===== src/rtl/tracer_pkg.sv =====
// Shared constants, FSM encoding and address helper for the trace-logger dumper.
package tracer_pkg;

  localparam logic [21:0] TRC_ADR_ARM     = 22'd0;
  localparam logic [21:0] TRC_ADR_POSTCNT = 22'd4;
  localparam int          TRC_DEPTH       = 1024;
  localparam int          TRC_PLANE_SHIFT = 10;

  typedef enum logic [2:0] {
    ST_IDLE    = 3'd0,
    ST_WR_CNT  = 3'd1,
    ST_WR_TRIG = 3'd2,
    ST_RD_REQ  = 3'd3,
    ST_RD_HOLD = 3'd4,
    ST_FAIL    = 3'd5
  } trc_state_e;

  // Word address of a trace sample: plane selects the block above the depth window.
  function automatic logic [21:0] trc_rd_adr(input logic [3:0] plane, input logic [9:0] idx);
    return (22'(plane) << TRC_PLANE_SHIFT) | 22'(idx);
  endfunction

endpackage


===== src/rtl/tracer_dumper_wbm.sv =====
// Single-request classic Wishbone master with a saturating timeout; reports done/err/rdata.
module tracer_dumper_wbm #(
  parameter int TIMEOUT = 255
) (
  input  logic        wb_clk_i,
  input  logic        wb_rst_i,
  input  logic        req,
  input  logic        req_we,
  input  logic [21:0] req_adr,
  input  logic [31:0] req_dat,
  output logic        done,
  output logic        err,
  output logic [31:0] rdata,
  output logic [21:0] wbm_adr_o,
  output logic [31:0] wbm_dat_o,
  output logic        wbm_we_o,
  output logic        wbm_cyc_o,
  output logic        wbm_stb_o,
  input  logic [31:0] wbm_dat_i,
  input  logic        wbm_ack_i,
  input  logic        wbm_err_i,
  input  logic        wbm_rty_i
);
  localparam logic [7:0] TMO_LAST = 8'(TIMEOUT - 1);
  localparam logic [7:0] TMO_MAX  = 8'(TIMEOUT);

  logic [7:0] tmo_cnt;

  always_ff @(posedge wb_clk_i) begin
    if (wb_rst_i) begin
      done      <= 1'b0;
      err       <= 1'b0;
      rdata     <= '0;
      wbm_adr_o <= '0;
      wbm_dat_o <= '0;
      wbm_we_o  <= 1'b0;
      wbm_cyc_o <= 1'b0;
      wbm_stb_o <= 1'b0;
      tmo_cnt   <= '0;
    end else begin
      done <= 1'b0;
      err  <= 1'b0;
      if (wbm_stb_o) begin
        if (wbm_ack_i) begin
          wbm_cyc_o <= 1'b0;
          wbm_stb_o <= 1'b0;
          done      <= 1'b1;
          rdata     <= wbm_dat_i;
        end else if (wbm_err_i || wbm_rty_i || tmo_cnt == TMO_LAST) begin
          wbm_cyc_o <= 1'b0;
          wbm_stb_o <= 1'b0;
          err       <= 1'b1;
        end else if (tmo_cnt != TMO_MAX) begin
          tmo_cnt <= tmo_cnt + 8'd1;
        end
      end else if (req) begin
        wbm_cyc_o <= 1'b1;
        wbm_stb_o <= 1'b1;
        wbm_adr_o <= req_adr;
        wbm_dat_o <= req_dat;
        wbm_we_o  <= req_we;
        tmo_cnt   <= '0;
      end
    end
  end

endmodule


===== src/rtl/tracer_dumper.sv =====
// Drives the trace logger slave port: arms the trigger or dumps every plane onto a 32-bit stream.
module tracer_dumper
  import tracer_pkg::*;
#(
  parameter int DATA_WIDTH = 96,
  parameter int TIMEOUT    = 255
) (
  input  logic        wb_clk_i,
  input  logic        wb_rst_i,
  output logic [21:0] wbm_adr_o,
  output logic [31:0] wbm_dat_o,
  output logic [3:0]  wbm_sel_o,
  output logic        wbm_we_o,
  output logic        wbm_cyc_o,
  output logic        wbm_stb_o,
  input  logic [31:0] wbm_dat_i,
  input  logic        wbm_ack_i,
  input  logic        wbm_err_i,
  input  logic        wbm_rty_i,
  input  logic        arm_i,
  input  logic [31:0] trig_val_i,
  input  logic [9:0]  post_cnt_i,
  input  logic        dump_i,
  output logic        busy_o,
  output logic        done_o,
  output logic        err_o,
  output logic [31:0] dout_o,
  output logic [3:0]  dout_plane_o,
  output logic        dout_last_o,
  output logic        dout_valid_o,
  input  logic        dout_ready_i
);
  localparam int         PLANES     = 1 + DATA_WIDTH / 32;
  localparam logic [3:0] LAST_PLANE = 4'(PLANES - 1);
  localparam logic [9:0] LAST_IDX   = 10'(TRC_DEPTH - 1);

  trc_state_e  state;
  logic [31:0] trig_val;
  logic [3:0]  plane, plane_nxt;
  logic [9:0]  idx, idx_nxt;
  logic        req, req_we;
  logic [21:0] req_adr;
  logic [31:0] req_dat;
  logic        wb_done, wb_err;
  logic [31:0] wb_rdata;

  assign wbm_sel_o = 4'hF;
  assign busy_o    = (state != ST_IDLE);
  assign idx_nxt   = idx + 10'd1;
  assign plane_nxt = (idx == LAST_IDX) ? plane + 4'd1 : plane;

  tracer_dumper_wbm #(.TIMEOUT(TIMEOUT)) u_wbm (
    .wb_clk_i  (wb_clk_i),
    .wb_rst_i  (wb_rst_i),
    .req       (req),
    .req_we    (req_we),
    .req_adr   (req_adr),
    .req_dat   (req_dat),
    .done      (wb_done),
    .err       (wb_err),
    .rdata     (wb_rdata),
    .wbm_adr_o (wbm_adr_o),
    .wbm_dat_o (wbm_dat_o),
    .wbm_we_o  (wbm_we_o),
    .wbm_cyc_o (wbm_cyc_o),
    .wbm_stb_o (wbm_stb_o),
    .wbm_dat_i (wbm_dat_i),
    .wbm_ack_i (wbm_ack_i),
    .wbm_err_i (wbm_err_i),
    .wbm_rty_i (wbm_rty_i)
  );

  always_ff @(posedge wb_clk_i) begin
    if (wb_rst_i) begin
      state        <= ST_IDLE;
      trig_val     <= '0;
      plane        <= '0;
      idx          <= '0;
      req          <= 1'b0;
      req_we       <= 1'b0;
      req_adr      <= '0;
      req_dat      <= '0;
      done_o       <= 1'b0;
      err_o        <= 1'b0;
      dout_o       <= '0;
      dout_plane_o <= '0;
      dout_last_o  <= 1'b0;
      dout_valid_o <= 1'b0;
    end else begin
      req    <= 1'b0;
      done_o <= 1'b0;
      unique case (state)
        ST_IDLE: begin
          if (arm_i) begin
            trig_val <= trig_val_i;
            err_o    <= 1'b0;
            req      <= 1'b1;
            req_we   <= 1'b1;
            req_adr  <= TRC_ADR_POSTCNT;
            req_dat  <= {22'b0, post_cnt_i};
            state    <= ST_WR_CNT;
          end else if (dump_i) begin
            plane   <= '0;
            idx     <= '0;
            err_o   <= 1'b0;
            req     <= 1'b1;
            req_we  <= 1'b0;
            req_adr <= trc_rd_adr(4'd0, 10'd0);
            state   <= ST_RD_REQ;
          end
        end
        ST_WR_CNT: begin
          if (wb_err) begin
            err_o <= 1'b1;
            state <= ST_FAIL;
          end else if (wb_done) begin
            req     <= 1'b1;
            req_adr <= TRC_ADR_ARM;
            req_dat <= trig_val;
            state   <= ST_WR_TRIG;
          end
        end
        ST_WR_TRIG: begin
          if (wb_err) begin
            err_o <= 1'b1;
            state <= ST_FAIL;
          end else if (wb_done) begin
            done_o <= 1'b1;
            state  <= ST_IDLE;
          end
        end
        ST_RD_REQ: begin
          if (wb_err) begin
            err_o <= 1'b1;
            state <= ST_FAIL;
          end else if (wb_done) begin
            dout_o       <= wb_rdata;
            dout_plane_o <= plane;
            dout_last_o  <= (plane == LAST_PLANE) && (idx == LAST_IDX);
            dout_valid_o <= 1'b1;
            state        <= ST_RD_HOLD;
          end
        end
        ST_RD_HOLD: begin
          // Next read is only requested once the held word has been taken.
          if (dout_ready_i) begin
            dout_valid_o <= 1'b0;
            if (dout_last_o) begin
              done_o <= 1'b1;
              state  <= ST_IDLE;
            end else begin
              idx     <= idx_nxt;
              plane   <= plane_nxt;
              req     <= 1'b1;
              req_adr <= trc_rd_adr(plane_nxt, idx_nxt);
              state   <= ST_RD_REQ;
            end
          end
        end
        ST_FAIL: begin
          err_o        <= 1'b1;
          dout_valid_o <= 1'b0;
          state        <= ST_IDLE;
        end
        default: state <= ST_IDLE;
      endcase
    end
  end

endmodule


===== config.mk =====
export PLATFORM = sky130hd
export DESIGN_NAME = tracer_dumper
export DESIGN_NICKNAME = d
export VERILOG_FILES = /design/src/rtl/tracer_pkg.sv /design/src/rtl/tracer_dumper_wbm.sv /design/src/rtl/tracer_dumper.sv
export SDC_FILE = /design/constraint.sdc
export NUM_CORES = 1
export LEC_CHECK = 0
export CAP_MARGIN = 5
export CORE_MARGIN = 5
export CORE_UTILIZATION = 51
export CTS_BUF_LIST = sky130_fd_sc_hd__clkbuf_4 sky130_fd_sc_hd__clkbuf_8 sky130_fd_sc_hd__clkbuf_16
export DETAILED_ROUTE_END_ITERATION = 8
export GPL_TIMING_DRIVEN = 1
export PLACE_DENSITY = 0.8
export SLEW_MARGIN = 20
export SYNTH_ARGS = -nofsm -noshare
export SYNTH_HDL_FRONTEND = slang
export SYNTH_SLANG_ARGS = --single-unit

===== constraint.sdc =====
create_clock -name wb_clk_i -period 2.1 [get_ports wb_clk_i]
set_clock_uncertainty 0.05 [all_clocks]
set_input_delay 0.315 -clock wb_clk_i [delete_from_list [all_inputs] [get_ports wb_clk_i]]
set_output_delay 0.315 -clock wb_clk_i [all_outputs]
set_load 0.01 [all_outputs]

==> run metrics, run 1 <==
Worst EP required=1.74 ns; Flop pwr share=43.7%; DR vias=7743; critical path's largest stage delay=0.54 ns; total power=11.2 mW; largest net degree at the start of global routing=50; CTS tree=yes; non-filler cells in the finished layout=1419; critical path's top delay family=buffers and inverters; MaxCap Viol Count=0; # clock sinks=228; Leak Pwr=4.07 nW; Comb pwr share=19.3%; Layout Nets=1269; Tmin final=2.03 ns; sequential cell area=4570 sq um; clk buf depth=3; die area=19800 sq um; drt initial violations=445; RSZ-0062 raised after global routing=true; CP arrival=1.67 ns; FP Rows=47; drt via density=5.46; critical path endpoint category=output port; CTS H-tree lvls=1; switching share of power=28.7%; worst path cell trace=nor3_4, inv_1, clkdlybuf4s50_1; dpl ws=0.0121 ns; biggest area consumer among synthesized cells=dfxtp_1; Top FF cell, synth=dfxtp_1; P_int=8.00 mW; multi-input logic area=3750 sq um; WP buf/inv=2; Final ANT Viol Nets=0; Die Span Y=141 um; Core Area=16600 sq um; port bufs=171; ys async rst share=0%; hold bufs inserted after CTS=0; num ports=184; HP Class=in -> reg; Crit-path slowest cell=clkdlybuf4s50_1; critical path class=reg -> out; top cells by area, synth=dfxtp_1, nand2_1, a21oi_1; top cell type's share of synthesized area=52.5%; Max-slew headroom=59.5%; final core utilization=69.0%; crit path launch type=flip-flop; drt drc=0; Hold Fails Final Rpt=0; Worst-Skew Late Latency=0.51 ns; Placed Instances=1376; critical-path maximum fanout=12; # fillers=1360; fraction of layout cells with a size suffix above 1=8.34%; Yosys cell types=60; status=finished clean; Syn Std Cell Area=8700 sq um; switching power=3.22 mW; Pwr per Cell Area=977 nW/um^2; Synth-to-Final Area Change=31.9%; Initial Util=52.3%; first-pass GRT wire length=37200 um; CTS clk-pin slew, worst paths=0.06 ns; Worst Max-Slew Pin Slew=0.602 ns; GRT Residual Overflow=0; Gate Count Post-Synth=1026; synthesis warning total=0; die width=141 um; Post-synth EDFFs=0; peak supply drop=0.000632 V; Seq cells post-synth=228; fin crit share=96.8%; final worst setup slack=0.0668 ns; global placer's final weighted congestion=0.822; FMAX=492 MHz; drt total wl=22700 um; final setup fails=0; clock network fraction of design power=37.1%; Num CTS Buffers=24; wire per inst=16.0 um; Diodes inserted=0; Global Route Usage Sum=22.3%; number of global-route vias before repair=7593; initial antenna violation count=0; Max Slew Vio Count=0; DP HPWL=14900 um; Pre-antenna DRT Iters=5; sequential fraction of the synthesis area=52.5%; clk root buf=clkbuf_16; Avg Cell Area, Syn=8.48 sq um; Setup TNS=0 ns
[power groups by stage]
| stage | clock [mW] | sequential, mW | combinational, mW |
|---|---|---|---|
| detailed placement | 0 | 4.97 | 2.12 |
| global placement | 0 | 4.96 | 2.08 |
| floorplan | 0 | 4.90 | 1.35 |
| finish | 4.16 | 4.90 | 2.16 |
| global route | 4.43 | 4.94 | 2.37 |
| CTS | 4.24 | 4.90 | 2.17 |
[stage by stage]
stage	hold WS [ns]	instance area [sq um]
floorplan	0.378	8740
global placement	0.389	10700
detailed placement	0.393	10700
CTS	0.0211	11500
global route	0.0204	11500
finish	0.0343	11500
[timing repair]
action,4_1_cts,5_1_grt
endpoints found under the setup margin,1,3
pin swaps,1,0
buffers inserted,1,0
gates resized for setup,4,2
gates cloned,0,0
[layer usage]
layer / track usage, % / wire length [um] / up-vias
met5: 0 / 0 / -
met4: 6.17 / 424 / 0
met3: 6.47 / 2000 / 33
met2: 38.0 / 10800 / 265
met1: 27.7 / 9480 / 3642
li1: - / - / 3803
[registers in the layout, indices dropped and copies added, names as in the netlist, 8 cells and up]
register	flops
u_wbm.rdata	32
dout_o	32
idx	10
trig_val	32
u_wbm.wbm_adr_o	14
req_dat	32
u_wbm.wbm_dat_o	32
u_wbm.tmo_cnt	8
req_adr	14
[worst paths after layout]
kind	start	end	slack, ns	cells past startpoint
setup / recovery	state[1]	busy_o	0.07	3
hold / removal	wb_rst_i	plane[0]	0.03	2
setup reg to reg	state[0]	idx[9]	0.16	6
hold reg to reg	req_adr[7]	u_wbm.wbm_adr_o[7]	0.40	2
[kinds of logic after synthesis]
| logic type | synth area share (%) |
|---|---|
| AO/OA/AOI/OAI | 18.5 |
| other | 0.0863 |
| flip-flops | 52.5 |
| AND/OR/NAND/NOR | 20.5 |
| buffers and inverters | 5.32 |
| multiplexers | 1.65 |
| XOR/XNOR | 0.906 |
| adder cells (fa/ha/maj) | 0.575 |
[synth_stat cells, types with 3 or more instances]
cell	instances
nor3b_1	3
o2bb2ai_1	9
a31oi_1	3
mux2_2	3
buf_4	14
clkbuf_1	51
nor2b_1	4
inv_1	9
a22o_1	33
and4_1	3
xor2_1	3
nand3_1	34
and3_1	5
a211oi_1	15
or3_1	3
xnor2_1	6
nand3b_1	7
nand4_1	7
buf_1	4
a21oi_1	158
o32ai_1	4
o21ai_0	18
ha_1	4
dfxtp_1	228
nor2_1	30
buf_2	18
nor3_1	10
nand2_1	279
o31a_1	3
nand2b_1	5
mux2i_1	11
[final cells by class]
| class | count | share of cell area [%] |
|---|---|---|
| multi-input combinational | 709 | 32.7 |
| timing repair buffer | 211 | 18.0 |
| sequential | 228 | 39.8 |
| inverter | 9 | 0.294 |
| tap | 220 | 2.40 |
| clock inverter | 8 | 0.643 |
| clock buffer | 34 | 6.20 |
[placed cells by master (no fill, tap or decap), types with 4 or more instances in the layout]
master	n
a211oi_1	15
a21oi_1	157
a22o_1	33
and3_1	5
buf_12	4
buf_4	36
clkbuf_16	25
clkbuf_4	6
clkdlybuf4s50_1	170
clkinv_2	5
conb_1	12
dfxtp_1	224
dfxtp_2	4
ha_1	4
inv_1	9
mux2i_1	11
nand2_1	279
nand2b_1	4
nand3_1	34
nand3b_1	7
nand4_1	7
nor2_1	30
nor3_1	9
o21ai_0	18
o2bb2ai_1	9
o32ai_1	4
xnor2_1	6
(Power assumes the default switching activity.)
==> run 2, diff against run 1 <==
- HOLD_SLACK_MARGIN: default -> 0.15
- SLEW_MARGIN: 20 -> default
==> run 2 against run 1 <==
Fmax is 0.45% higher. Sequential power barely moved. Critical endpoint unchanged. Sequential cell count unchanged. Hold slack improved by 0.27 ns. Register-to-register slack barely moved.
==> run metrics, run 2 (synthesis results as in run 1) <==
status=finished clean; Pwr per Cell Area=977 nW/um^2; die width=141 um; Hold Fails Final Rpt=0; # clock sinks=228; Setup TNS=0 ns; global placer's final weighted congestion=0.822; Final ANT Viol Nets=0; fin crit share=96.4%; Worst Max-Slew Pin Slew=0.607 ns; MaxCap Viol Count=0; critical path endpoint category=output port; fraction of layout cells with a size suffix above 1=8.33%; wire per inst=16.0 um; num ports=184; Diodes inserted=0; CTS H-tree lvls=1; number of global-route vias before repair=7603; CP arrival=1.66 ns; reg-to-reg slack, setup=0.17 ns; Max Slew Vio Count=0; Worst EP required=1.74 ns; Num CTS Buffers=24; final setup fails=0; DR vias=7731; HP Class=in -> reg; non-filler cells in the finished layout=1420; Placed Instances=1376; drt drc=0; Global Route Usage Sum=22.3%; FP Rows=47; port bufs=171; first-pass GRT wire length=37300 um; Worst R2R Start=state[0]; Pre-antenna DRT Iters=5; Die Span Y=141 um; GRT Residual Overflow=0; drt via density=5.44; Synth-to-Final Area Change=32.0%; crit path launch type=flip-flop; critical-path maximum fanout=12; Max-slew headroom=59.2%; clk buf depth=3; CTS tree=yes; most frequent cells in the layout=nand2_1, dfxtp_1, clkdlybuf4s50_1; placed cell area=10700 sq um; Layout Nets=1270; largest net degree at the start of global routing=50; drt total wl=22800 um; commonest non-fill, non-tap cell in the layout=nand2_1; FMAX=494 MHz; Tmin final=2.02 ns; DP HPWL=14900 um; final instance area=11500 sq um; CTS clk-pin slew, worst paths=0.06 ns; peak supply drop=0.000634 V; total power=11.2 mW; Core Area=16600 sq um; Worst-Skew Late Latency=0.51 ns; Critical Path Start=state[1]; RSZ-0062 raised after global routing=true; Leak Pwr=4.07 nW; die area=19800 sq um; Hold Crit Start=trig_val_i[28]; initial antenna violation count=0; WHS=0.301 ns; clk root buf=clkbuf_16; critical path class=reg -> out; Initial Util=52.3%; drt initial violations=472
## run 2: cell count changes in the layout (fill, tap and decap cells not counted)
| cell | before | now |
|---|---|---|
| dlygate4sd3_1 | 0 | 1 |
## run 2: final timing paths
kind                              to  cells after the start
setup / recovery              busy_o                      3
hold / removal          trig_val[28]                      3
setup reg to reg              idx[9]                      6
hold reg to reg   u_wbm.wbm_dat_o[7]                      2
## run 2: what timing repair did
item / CTS / global route
resized for setup: 4 / 2
hold buffers: 1 / 0
endpoints found under the hold margin: 7 / 0
buffers inserted: 1 / 0
pin swaps: 1 / 0
setup endpoints to repair: 1 / 3
## run 2: layout make-up
| class | count | area, sq um |
|---|---|---|
| fill | 1360 | 5150 |
| sequential | 228 | 4570 |
| multi-input combinational | 709 | 3750 |
| timing repair buffer | 212 | 2070 |
| clock buffer | 34 | 712 |
| tap | 220 | 275 |
| clock inverter | 8 | 73.8 |
| inverter | 9 | 33.8 |
## run 2: critical path, cell delays in order, from the launching register on
cell and delay, ns:
dfxtp_2 0.46, nor3_4 0.07, inv_1 0.08, clkdlybuf4s50_1 0.53
## run 2: routing by layer
layer	global-route usage (%)	up-vias	share of wire, %
met2	38.1	241	48
met3	6.47	33	8.2
met5	0	-	0
li1	-	3806	-
met4	6.17	0	1.9
met1	27.7	3651	42
## run 2: power by group
part	switching (mW)	internal, mW	total, mW
Sequential	0.236	4.66	4.90
Clock	1.68	2.49	4.16
Combinational	1.31	0.852	2.16
Total	3.22	8.00	11.2
## run 2: per-stage QoR
stage,util (%),setup slack [ns]
6_report,69.0,0.0758
3_5_place_dp,64.1,0.0121
5_1_grt,69.0,-0.00325
3_3_place_gp,64.1,0.0712
4_1_cts,69.0,0.000257
2_1_floorplan,-,0.436
